$ cat src/rtl/ocp_sram_slave_pkg.sv
// Shared OCP types, slave FSM states and address-decode helpers.
package ocp_sram_slave_pkg;

    typedef enum logic [2:0] {
        CMD_IDLE = 3'd0,
        CMD_WR   = 3'd1,
        CMD_RD   = 3'd2,
        CMD_RDEX = 3'd3,
        CMD_RDL  = 3'd4,
        CMD_WRNP = 3'd5,
        CMD_WRC  = 3'd6,
        CMD_BCST = 3'd7
    } Ocp_cmd;

    typedef enum logic [1:0] {
        RESP_NULL = 2'd0,
        RESP_DVA  = 2'd1,
        RESP_FAIL = 2'd2,
        RESP_ERR  = 2'd3
    } Ocp_resp;

    typedef enum logic [1:0] {
        S_IDLE,
        S_RDWAIT,
        S_RESP
    } Ocp_slave_state;

    // Ceiling log2, usable in constant expressions.
    function automatic int clog2(input int value);
        int r;
        int v;
        r = 0;
        v = value - 1;
        while (v > 0) begin
            r = r + 1;
            v = v >> 1;
        end
        return r;
    endfunction

    // True when addr lies in [base, base+span); subtracting first avoids overflow at the top of the map.
    function automatic logic addr_in_range(input logic [63:0] addr,
                                           input logic [63:0] base,
                                           input logic [63:0] span);
        return (addr >= base) && ((addr - base) < span);
    endfunction

endpackage

$ cat src/rtl/ocp_sram_slave_addr_decode.sv
// Combinational window check and byte-address to word-index conversion.
module ocp_addr_decode
    import ocp_sram_slave_pkg::*;
#(
    parameter int              DATA_W    = 32,
    parameter int              DEPTH     = 1024,
    parameter longint unsigned BASE_ADDR = 0,
    parameter int              ADDR_W    = 32
) (
    input  logic [ADDR_W-1:0]       addr,
    output logic                    in_range,
    output logic [clog2(DEPTH)-1:0] index
);

    localparam int          IDX_W   = clog2(DEPTH);
    localparam int          BYTE_SH = clog2(DATA_W / 8);
    localparam logic [63:0] SPAN    = 64'(DEPTH) * 64'(DATA_W / 8);

    // Range is judged on the full offset; truncation to the SRAM index happens afterwards.
    always_comb begin
        in_range = addr_in_range(64'(addr), 64'(BASE_ADDR), SPAN);
        index    = IDX_W'((64'(addr) - 64'(BASE_ADDR)) >> BYTE_SH);
    end

endmodule

$ cat src/rtl/ocp_sram_slave.sv
// OCP slave terminating requests into a single-port SRAM macro.
module ocp_sram_slave
    import ocp_sram_slave_pkg::*;
#(
    parameter int              DATA_W    = 32,
    parameter int              DEPTH     = 1024,
    parameter longint unsigned BASE_ADDR = 0,
    parameter int              ADDR_W    = 32
) (
    input  logic                    clk,
    input  logic                    reset_n,
    input  logic [2:0]              mcmd,
    input  logic [ADDR_W-1:0]       maddr,
    input  logic [DATA_W-1:0]       mdata,
    input  logic [DATA_W/8-1:0]     mbyteen,
    output logic                    scmdaccept,
    output logic [1:0]              sresp,
    output logic [DATA_W-1:0]       sdata,
    input  logic                    mrespaccept,
    output logic                    mem_en,
    output logic                    mem_we,
    output logic [DATA_W/8-1:0]     mem_be,
    output logic [clog2(DEPTH)-1:0] mem_addr,
    output logic [DATA_W-1:0]       mem_wdata,
    input  logic [DATA_W-1:0]       mem_rdata
);

    localparam int BE_W  = DATA_W / 8;
    localparam int IDX_W = clog2(DEPTH);

    Ocp_slave_state    state, state_nx;
    logic [1:0]        sresp_nx;
    logic [DATA_W-1:0] sdata_nx;
    logic              en_nx, we_nx;
    logic [BE_W-1:0]   be_nx;
    logic [IDX_W-1:0]  addr_nx;
    logic [DATA_W-1:0] wdata_nx;
    logic              in_range;
    logic [IDX_W-1:0]  index;

    ocp_addr_decode #(
        .DATA_W    (DATA_W),
        .DEPTH     (DEPTH),
        .BASE_ADDR (BASE_ADDR),
        .ADDR_W    (ADDR_W)
    ) u_decode (
        .addr     (maddr),
        .in_range (in_range),
        .index    (index)
    );

    // Only one request may be outstanding, so commands are taken only from IDLE.
    assign scmdaccept = (state == S_IDLE) && (mcmd != CMD_IDLE);

    // Next-state and next-output logic; SRAM strobes default low so each access is a single-cycle pulse.
    always_comb begin
        state_nx = state;
        sresp_nx = sresp;
        sdata_nx = sdata;
        en_nx    = 1'b0;
        we_nx    = 1'b0;
        be_nx    = '0;
        addr_nx  = mem_addr;
        wdata_nx = mem_wdata;
        case (state)
            S_IDLE: begin
                if (scmdaccept) begin
                    case (Ocp_cmd'(mcmd))
                        CMD_WR, CMD_BCST: begin
                            if (in_range) begin
                                en_nx    = 1'b1;
                                we_nx    = 1'b1;
                                be_nx    = mbyteen;
                                addr_nx  = index;
                                wdata_nx = mdata;
                            end
                        end
                        CMD_WRNP: begin
                            state_nx = S_RESP;
                            sdata_nx = '0;
                            if (in_range) begin
                                en_nx    = 1'b1;
                                we_nx    = 1'b1;
                                be_nx    = mbyteen;
                                addr_nx  = index;
                                wdata_nx = mdata;
                                sresp_nx = RESP_DVA;
                            end else begin
                                sresp_nx = RESP_ERR;
                            end
                        end
                        CMD_RD: begin
                            if (in_range) begin
                                en_nx    = 1'b1;
                                addr_nx  = index;
                                state_nx = S_RDWAIT;
                            end else begin
                                state_nx = S_RESP;
                                sresp_nx = RESP_ERR;
                                sdata_nx = '0;
                            end
                        end
                        default: begin
                            state_nx = S_RESP;
                            sresp_nx = RESP_ERR;
                            sdata_nx = '0;
                        end
                    endcase
                end
            end
            S_RDWAIT: begin
                sdata_nx = mem_rdata;
                sresp_nx = RESP_DVA;
                state_nx = S_RESP;
            end
            S_RESP: begin
                if (mrespaccept) begin
                    sresp_nx = RESP_NULL;
                    sdata_nx = '0;
                    state_nx = S_IDLE;
                end
            end
            default: begin
                state_nx = S_IDLE;
                sresp_nx = RESP_NULL;
            end
        endcase
    end

    // State, response and SRAM-interface registers; reset drops any pending response at once.
    always_ff @(posedge clk or negedge reset_n) begin
        if (!reset_n) begin
            state     <= S_IDLE;
            sresp     <= RESP_NULL;
            sdata     <= '0;
            mem_en    <= 1'b0;
            mem_we    <= 1'b0;
            mem_be    <= '0;
            mem_addr  <= '0;
            mem_wdata <= '0;
        end else begin
            state     <= state_nx;
            sresp     <= sresp_nx;
            sdata     <= sdata_nx;
            mem_en    <= en_nx;
            mem_we    <= we_nx;
            mem_be    <= be_nx;
            mem_addr  <= addr_nx;
            mem_wdata <= wdata_nx;
        end
    end

endmodule
$ cat config.mk
export PLATFORM = sky130hd
export DESIGN_NAME = ocp_sram_slave
export DESIGN_NICKNAME = d
export VERILOG_FILES = /design/src/rtl/ocp_sram_slave_pkg.sv /design/src/rtl/ocp_sram_slave_addr_decode.sv /design/src/rtl/ocp_sram_slave.sv
export SDC_FILE = /design/constraint.sdc
export NUM_CORES = 1
export LEC_CHECK = 0
export CORE_MARGIN = 4
export CORE_UTILIZATION = 40
export DETAILED_ROUTE_END_ITERATION = 8
export PLACE_DENSITY_LB_ADDON = 0.15
export SKIP_LAST_GASP = 1
export SYNTH_ARGS = -nofsm -noshare
export SYNTH_HDL_FRONTEND = slang
export SYNTH_SLANG_ARGS = --single-unit
$ cat constraint.sdc
create_clock -name clk -period 4.2 [get_ports clk]
set_input_delay 0.84 -clock clk [delete_from_list [all_inputs] [get_ports clk]]
set_output_delay 0.84 -clock clk [all_outputs]
set_load 0.02 [all_outputs]
* Word-level counts from Yosys, hierarchy flattened
Index checks and enable logic that the tools add are counted.
** Word-level totals
- Logic and storage cells :: 57
- Bits of input ports :: 106
- Output and inout bits :: 83
- Register bits after elaboration :: 84
** Cells by class
- Equality and inequality tests :: 10
- Reduce and logical (&&, ||, !) cells :: 12
- Multiplexer cells :: 26
- Order comparisons :: 1
** Operators with widths (count)
- $mux 32 :: 3
- $pmux 32 s3 :: 1
- $pmux 32 s2 :: 1
- $lt 32x13->1 const B :: 1
- $pmux 2 s3 :: 3
- $mux 4 :: 4
- $mux 2 :: 6
- $reduce_and 4->1 :: 3
- $mux 1 :: 7
- $eq 3x3->1 const B :: 2
- $ne 2x2->1 const B :: 3
- $reduce_bool 3->1 :: 2
- $reduce_and 5->1 :: 1
- $pmux 2 s2 :: 1
- $reduce_or 4->1 :: 1
- $eq 3x1->1 const B :: 1
- $eq 3x2->1 const B :: 1
- $ne 3x3->1 const B :: 1
- $reduce_and 3->1 :: 1
- $reduce_or 3->1 :: 1
- $eq 2x1->1 const B :: 1
- $eq 2x2->1 const B :: 1
- $logic_not 2->1 :: 1
- $reduce_or 2->1 :: 1
- $logic_and 1x1->1 :: 1

* Logic depth before layout (Yosys ltp)
Gate-level depths: netlist of the first run.
- Word-level depth :: 5
- Mapped depth :: 6
- Mapped depth without buffers :: 4

* Modules after synthesis
Synthesis of the first run repeated with hierarchy kept, for this count alone.
** Unflattened totals
- Cells, all modules :: 263
- Area, all modules :: 3598.5 µm²
** By module, submodules not included
- ocp_sram_slave :: sequential area each 2102.0 µm², cells an instance 245, instances 1, area an instance 3479.6 µm²
- ocp_addr_decode :: sequential area each 0.0 µm², cells an instance 18, instances 1, area an instance 118.9 µm²

* Worst setup path before layout of the first run
Ideal clock, no wire load.
- Path kind :: input-to-reg
- From :: input port maddr[15]
- To :: register mem_wdata[0]
- Setup time :: 0.125 ns
- Path buffers :: 1
- Cell stages on the path :: 5
- Arrival :: 2.358 ns
- Data required time :: 4.075 ns
- Setup slack :: 1.718 ns
- Path through :: nor4_1 nand3_2 nor4_4 buf_6 mux2_2
** Between the ends
- Longest elaborated chain between the ends :: 2
** RTL lines
- start, declared :: RTL line ocp_sram_slave.sv:13 : input logic [ADDR_W-1:0] maddr,
- $lt 32x13->1 :: RTL line ocp_sram_slave_pkg.sv:45 : return (addr >= base) && ((addr - base) < span);
- $reduce_and 4->1 (no source line)
- end signal, assigned :: RTL line ocp_sram_slave.sv:149 : mem_wdata <= wdata_nx;
- end, declared :: RTL line ocp_sram_slave.sv:24 : output logic [DATA_W-1:0] mem_wdata,
Every way passes these cells.
A chain may end at the register's enable or synchronous reset.

* Worst setup path in the final report of the first run
- From :: input port mcmd[0]
- To :: output port scmdaccept
** Between the ends
- Longest elaborated chain between the ends :: 2
** RTL lines
- start, declared :: RTL line ocp_sram_slave.sv:12 : input logic [2:0] mcmd,
- $reduce_bool 3->1 :: RTL line ocp_sram_slave.sv:53 : assign scmdaccept = (state == S_IDLE) && (mcmd != CMD_IDLE);
- $logic_and 1x1->1 :: RTL line ocp_sram_slave.sv:53
- end, declared :: RTL line ocp_sram_slave.sv:16 : output logic scmdaccept,
Every way passes these cells.

==> flow_summary.yaml, run 1 <==
die:
  die_h_microns: 103
  core_sq_um: 8720
  die_w_microns: 103
  rows: 34
  initial_core_util_pct: 41.0
  ios: 189
  fp.dieArea_sq_um: 10500
yosys:
  synth_area_leaders: "dfrtp_1 (59%), mux2_2 (23%), a22o_1 (7.8%)"
  async_reset_ff_share_pct: 100
  yosys.area.top_type_share_pct: 58.7
  synth.avg_cell_area_sq_um: 14.8
  synthFlopType: "dfrtp_1"
  synth_area_leader_cell: "dfrtp_1"
  ys_seq_area_share_pct: 58.7
  yosys_warnings: 0
  netlist_area_sq_um: 3580
  synth-seq-cells: 84
  synthesis.nets: 348
  yosysUniqueCellTypes: 28
  synth-edff-count: 0
  syn_inst: 242
power:
  combPwrFrac_pct: 26.0
  clkPwrFrac_pct: 31.0
  ir_worst_vdd_v: 0.000168
  leakagePower_nw: 2.55
  p_int_mw: 1.42
  swShare_pct: 26.2
  power.switching_uw: 506
  cellPowerDensity_nw_per_um2: 336
  power_frac_seq_pct: 43.0
clock_network:
  cts_tree: "built"
  clk_latency_ps: 330
  cts_setup_buffers: 0
  root_buffer: "clkbuf_8"
  clock_sinks: 84
  clock_path_buffers: 2
  clkTransAtPathRegs_ps: 80
  ctsResizeCount: 0
  ctsHoldBuffers: 0
  htreeDepth: 3
  cts_buffers: 9
placement:
  dp_hpwl_mm: 6.75
  place_ws_ps: 1050
  numPortBuffers: 186
  place.gp.congestion: 0.722
drt:
  ant_nets: 0
  num_vias: 2734
  drt-vias-per-instance: 5.03
  drc: 0
  drtIter0Drc: 69
  first_pass_iters: 4
  drt-total-wl_mm: 9.10
  routedWlPerCell_microns: 16.8
critical_path:
  cp_slowest_stage_delay_ps: 630
  crit_start: "mcmd[0]"
  slowest_stage: "clkdlybuf4s50_1"
  path_cells: "clkdlybuf4s50_1 -> nor3_1 -> nor2_1 -> clkdlybuf4s50_1"
  crit_type: "in2out"
  cp-endpoint: "scmdaccept"
  cp_top_family: "buffers and inverters"
  startpoint_type: "input port"
  crit_arrival_ps: 2260
  crit_top_cell: "clkdlybuf4s50_1"
  endpoint_kind: "primary output"
  worst-path-stages: 4
  crit_path_max_fanout: 7
  crit_required_ps: 3360
  crit_buf_inv: 2
  regToRegSetupSlack_ps: 1970
  r2r_start: "state[1]$_DFFE_PN0P_"
  rr_worst_depth: 4
  r2r-end: "mem_addr[5]$_DFFE_PN0P_"
finish:
  area_growth_pct: 60.5
  final_util_pct: 65.9
  num_antenna_cells: 0
  layout.nets: 537
  drive_gt1_share_pct: 23.2
grt:
  grtUsageTotal_pct: 16.5
  antenna_found_initial: 0
  grt_pass1_vias: 2695
  grt_max_degree: 60
  grt_pass1_wl_mm: 13.6
  globalRoute.totalOverflow: 0
timing:
  setup_tns_ps: 0
  worst_pin_slew_ps: 733
  setup_viol: 0
  layout_min_cycle_time_ps: 3100
  slew_headroom_pct: 51.1
  clock_skew_ps: 7.00
  fmax_mhz: 322
  final_hold_viol_count: 0
  setup_slack_ps: 1100
  rsz0062_at_grt: "no"
  fin_crit_sh_pct: 73.8
  slew_violations: 0
flow_run:
  drv_cap: 0
hold_path:
  holdCritPathClass: "reg2reg"
outcome:
  outcome: "complete, no violations"
[registers in the layout (all words and copies together), names as in the netlist]
| name | count |
|---|---|
| mem_en | 1 |
| mem_wdata | 32 |
| mem_be | 4 |
| sresp | 2 |
| mem_addr | 10 |
| sdata | 32 |
| mem_we | 1 |
| state | 2 |
[power groups by stage]
stage / registers (mW) / clock network [mW] / logic, mW
floorplan: 0.859 / 0 / 0.292
global placement: 0.844 / 0 / 0.501
detailed placement: 0.845 / 0 / 0.508
CTS: 0.829 / 0.624 / 0.509
global route: 0.830 / 0.654 / 0.544
finish: 0.829 / 0.598 / 0.501
[cells in the mapped netlist, types with 2 or more instances]
cell       n
a22o_1    32
and2_1     4
buf_2      3
buf_6      3
clkbuf_1   8
dfrtp_1   84
mux2_1     2
mux2_2    73
nand2_1    2
nand2b_1   2
nand3_1    2
nor2_1     4
nor3_1     3
nor4_1     5
nor4_4     2
[per-stage QoR]
stage / cells / power (mW) / hold slack [ps] / cell area [sq um]
2_1_floorplan: 242 / 1.15 / 544 / 3580
3_3_place_gp: 528 / 1.35 / 468 / 5540
3_5_place_dp: 528 / 1.35 / 479 / 5540
4_1_cts: 543 / 1.96 / 498 / 5750
5_1_grt: 543 / 2.03 / 524 / 5750
6_report: 543 / 1.93 / 494 / 5750
[how the worst min path moves through the flow]
stage                               from                   endpoint  slack [ps]  cells after the start
2_1_floorplan                    reset_n    mem_addr[0]$_DFFE_PN0P_         540                      0
3_3_place_gp   mem_wdata[28]$_DFFE_PN0P_  mem_wdata[28]$_DFFE_PN0P_         470                      1
3_5_place_dp   mem_wdata[28]$_DFFE_PN0P_  mem_wdata[28]$_DFFE_PN0P_         480                      1
4_1_cts        mem_wdata[28]$_DFFE_PN0P_  mem_wdata[28]$_DFFE_PN0P_         500                      1
5_1_grt        mem_wdata[31]$_DFFE_PN0P_  mem_wdata[31]$_DFFE_PN0P_         520                      1
6_report       mem_wdata[28]$_DFFE_PN0P_  mem_wdata[28]$_DFFE_PN0P_         490                      1
[routing by layer]
metal,GRT usage [%],wire length (microns),vias to the layer above
met2,27.6,4480,106
met5,0,0,-
met3,4.40,810,11
met4,6.16,134,0
met1,20.5,3670,1342
li1,-,-,1275
[cell families (layout without fill, tap and decap cells)]
kind of cell	count (synthesis)	in the layout	synth area share, %
buffers and inverters	15	208	2.31
AO/OA/AOI/OAI	37	37	9.23
XOR/XNOR	1	1	0.245
multiplexers	76	76	23.9
flip-flops	84	84	58.7
AND/OR/NAND/NOR	29	29	5.63
[final cells by class]
type                    instances  area [sq um]
inverters                       1          3.75
clock buffers                  10           128
fillers                       670          2980
multi-input cells             143          1400
well taps                     108           135
clock inverters                 5          77.6
flip-flops and latches         84          2100
repair buffers                192          1900
[layout by cell type (no fill, tap or decap), drive strengths merged]
cell type and instances:
clkdlybuf4s50 185, dfrtp 84, mux2 75, a22o 32
clkbuf 10, nor4 8, buf 7, nor2 4
and2 4, nor3 3, nand3 3, nand2 2
nand2b 2, clkinv 2, bufinv 2, o31ai 2
or2 1, xor2 1, and3 1, a21oi 1
inv 1, mux2i 1, o22ai 1, nand3b 1
o31a 1, clkinvlp 1
Note: power is estimated with default switching activity, not from simulation.
==> inputs of run 2 (changes only) <==
CORE_UTILIZATION = 36   (was 40)
clock period = 2.5 ns   (was 4.2 ns; I/O delays follow)
==> run 2 against run 1 <==
Compared with the run above: sequential power grew 68%; first-iteration DRC count grew 13%; setup slack lost 960 ps; global-route usage shrank 0.51 points; critical path depth is the same; wire length grew 2.5%; register-to-register slack lost 1400 ps; via count grew 0.84%; largest cell class unchanged; clock skew grew 1.0 ps; clock power grew 62%; die area grew 10%.
==> flow_summary.yaml, run 2 (same netlist as run 1, synthesis figures left out) <==
timing:
  layout_min_cycle_time_ps: 2360
  rsz0062_at_grt: "no"
  slew_headroom_pct: 61.6
  fin_crit_sh_pct: 94.3
  setup_viol: 0
  slew_violations: 0
  whs_ps: 143
  fmax_mhz: 424
  worst_pin_slew_ps: 576
  final_hold_viol_count: 0
  clock_skew_ps: 8.01
finish:
  top_regs: "mem_wdata (32), sdata (32), mem_addr (10)"
  fillers: 809
  num_antenna_cells: 0
  drive_gt1_share_pct: 24.5
  area_growth_pct: 63.4
  final_common_cell: "clkdlybuf4s50_1"
  layout.nets: 542
  ff_latch_area_sq_um: 2100
  mostFrequentLayoutCells: "clkdlybuf4s50_1 (185), dfrtp_1 (84), mux2_2 (73)"
  multi_input_area_sq_um: 1400
placement:
  dp_hpwl_mm: 6.87
  place.gp.congestion: 0.707
  numPortBuffers: 186
clock_network:
  ctsResizeCount: 0
  root_buffer: "clkbuf_8"
  clock_path_buffers: 2
  htreeDepth: 3
  clkTransAtPathRegs_ps: 90
  ctsHoldBuffers: 0
  cts_setup_buffers: 0
  clock_sinks: 84
  cts_tree: "built"
  clk_latency_ps: 340
  cts_buffers: 9
critical_path:
  cp_slowest_stage_delay_ps: 620
  crit_arrival_ps: 1860
  endpoint_kind: "primary output"
  startpoint_type: "input port"
  cp_top_family: "buffers and inverters"
  slowest_stage: "clkdlybuf4s50_1"
  crit_required_ps: 2000
  path_cells: "clkdlybuf4s50_1 -> nor3_1 -> nor2_1 -> clkdlybuf4s50_1"
  crit_type: "in2out"
  crit_path_max_fanout: 6
  crit_buf_inv: 2
  crit_top_cell: "clkdlybuf4s50_1"
flow_run:
  drv_cap: 0
grt:
  grtUsageTotal_pct: 16.0
  globalRoute.totalOverflow: 0
  grt_pass1_vias: 2824
  antenna_found_initial: 0
  grt_max_degree: 44
  grt_pass1_wl_mm: 14.6
drt:
  first_pass_iters: 4
  routedWlPerCell_microns: 16.2
  drc: 0
  num_vias: 2757
  drt-total-wl_mm: 9.32
  ant_nets: 0
  drtIter0Drc: 78
  drt-vias-per-instance: 4.80
die:
  core_sq_um: 9730
  fp.dieArea_sq_um: 11600
  die_h_microns: 108
  initial_core_util_pct: 36.8
  ios: 189
  die_w_microns: 108
  rows: 36
power:
  power_mw: 3.21
  cellPowerDensity_nw_per_um2: 549
  ir_worst_vdd_v: 0.000323
  leakagePower_nw: 2.58
outcome:
  outcome: "complete, no violations"
hold_path:
  holdCritPathClass: "in2async"
-- run 2: cell count changes in the layout (fill, tap and decap cells not counted) --
cell	before	now
buf_12	0	3
buf_4	7	9
bufinv_16	2	1
clkbuf_1	1	0
clkbuf_8	9	10
clkinv_4	0	1
clkinvlp_4	1	2
-- run 2: layout make-up --
class	count	area share (%)
sequential	84	35.9
timing repair buffer	197	33.8
multi-input combinational	143	23.9
tap	133	2.85
clock buffer	10	2.35
clock inverter	6	1.09
inverter	1	0.0642
-- run 2: stage by stage --
step	setup WS (ps)	cell area [sq um]	cells	setup TNS, ps	utilization, %
final	142	5850	574	0	60.1
after global routing	51.4	5850	574	0	60.1
after CTS	135	5850	574	0	60.1
after detailed placement	-115	5650	558	-5290	58.0
after global placement	-121	5650	558	-5950	58.0
after floorplan	358	3580	242	0	-
-- run 2: final timing paths --
path                                           startpoint                   endpoint  slack [ps]  depth (start not counted)
min in group clk                mem_wdata[31]$_DFFE_PN0P_  mem_wdata[31]$_DFFE_PN0P_         500                          1
worst max-delay path                              mcmd[2]                 scmdaccept         140                          4
worst max register to register       state[1]$_DFFE_PN0P_       sdata[2]$_DFFE_PN0P_         590                          6
max in group asynchronous                         reset_n   mem_wdata[1]$_DFFE_PN0P_        1710                          2
worst min-delay path                              reset_n  mem_wdata[19]$_DFFE_PN0P_         140                          1
worst min register to register  mem_wdata[31]$_DFFE_PN0P_  mem_wdata[31]$_DFFE_PN0P_         500                          1
-- run 2: layer usage --
layer  share of wire [%]  wire, microns  track usage, %  up-vias
met3                 8.9            834            4.92       11
met5                   0              0               0        -
li1                    -              -               -     1282
met4                 1.5            138            6.04        0
met2                  48           4460            24.7      111
met1                  42           3890            21.1     1353
-- run 2: power breakdown --
part           switching, mW  internal, mW  total, mW
Sequential            0.0107          1.38       1.39
Combinational          0.392         0.456      0.848
Clock                  0.481         0.487      0.968
==> inputs of run 3 (changes only) <==
TNS_END_PERCENT = 100   (was not set)
==> results of run 3 <==
No change in the layout: final DEF, timing and power equal those of run 2.
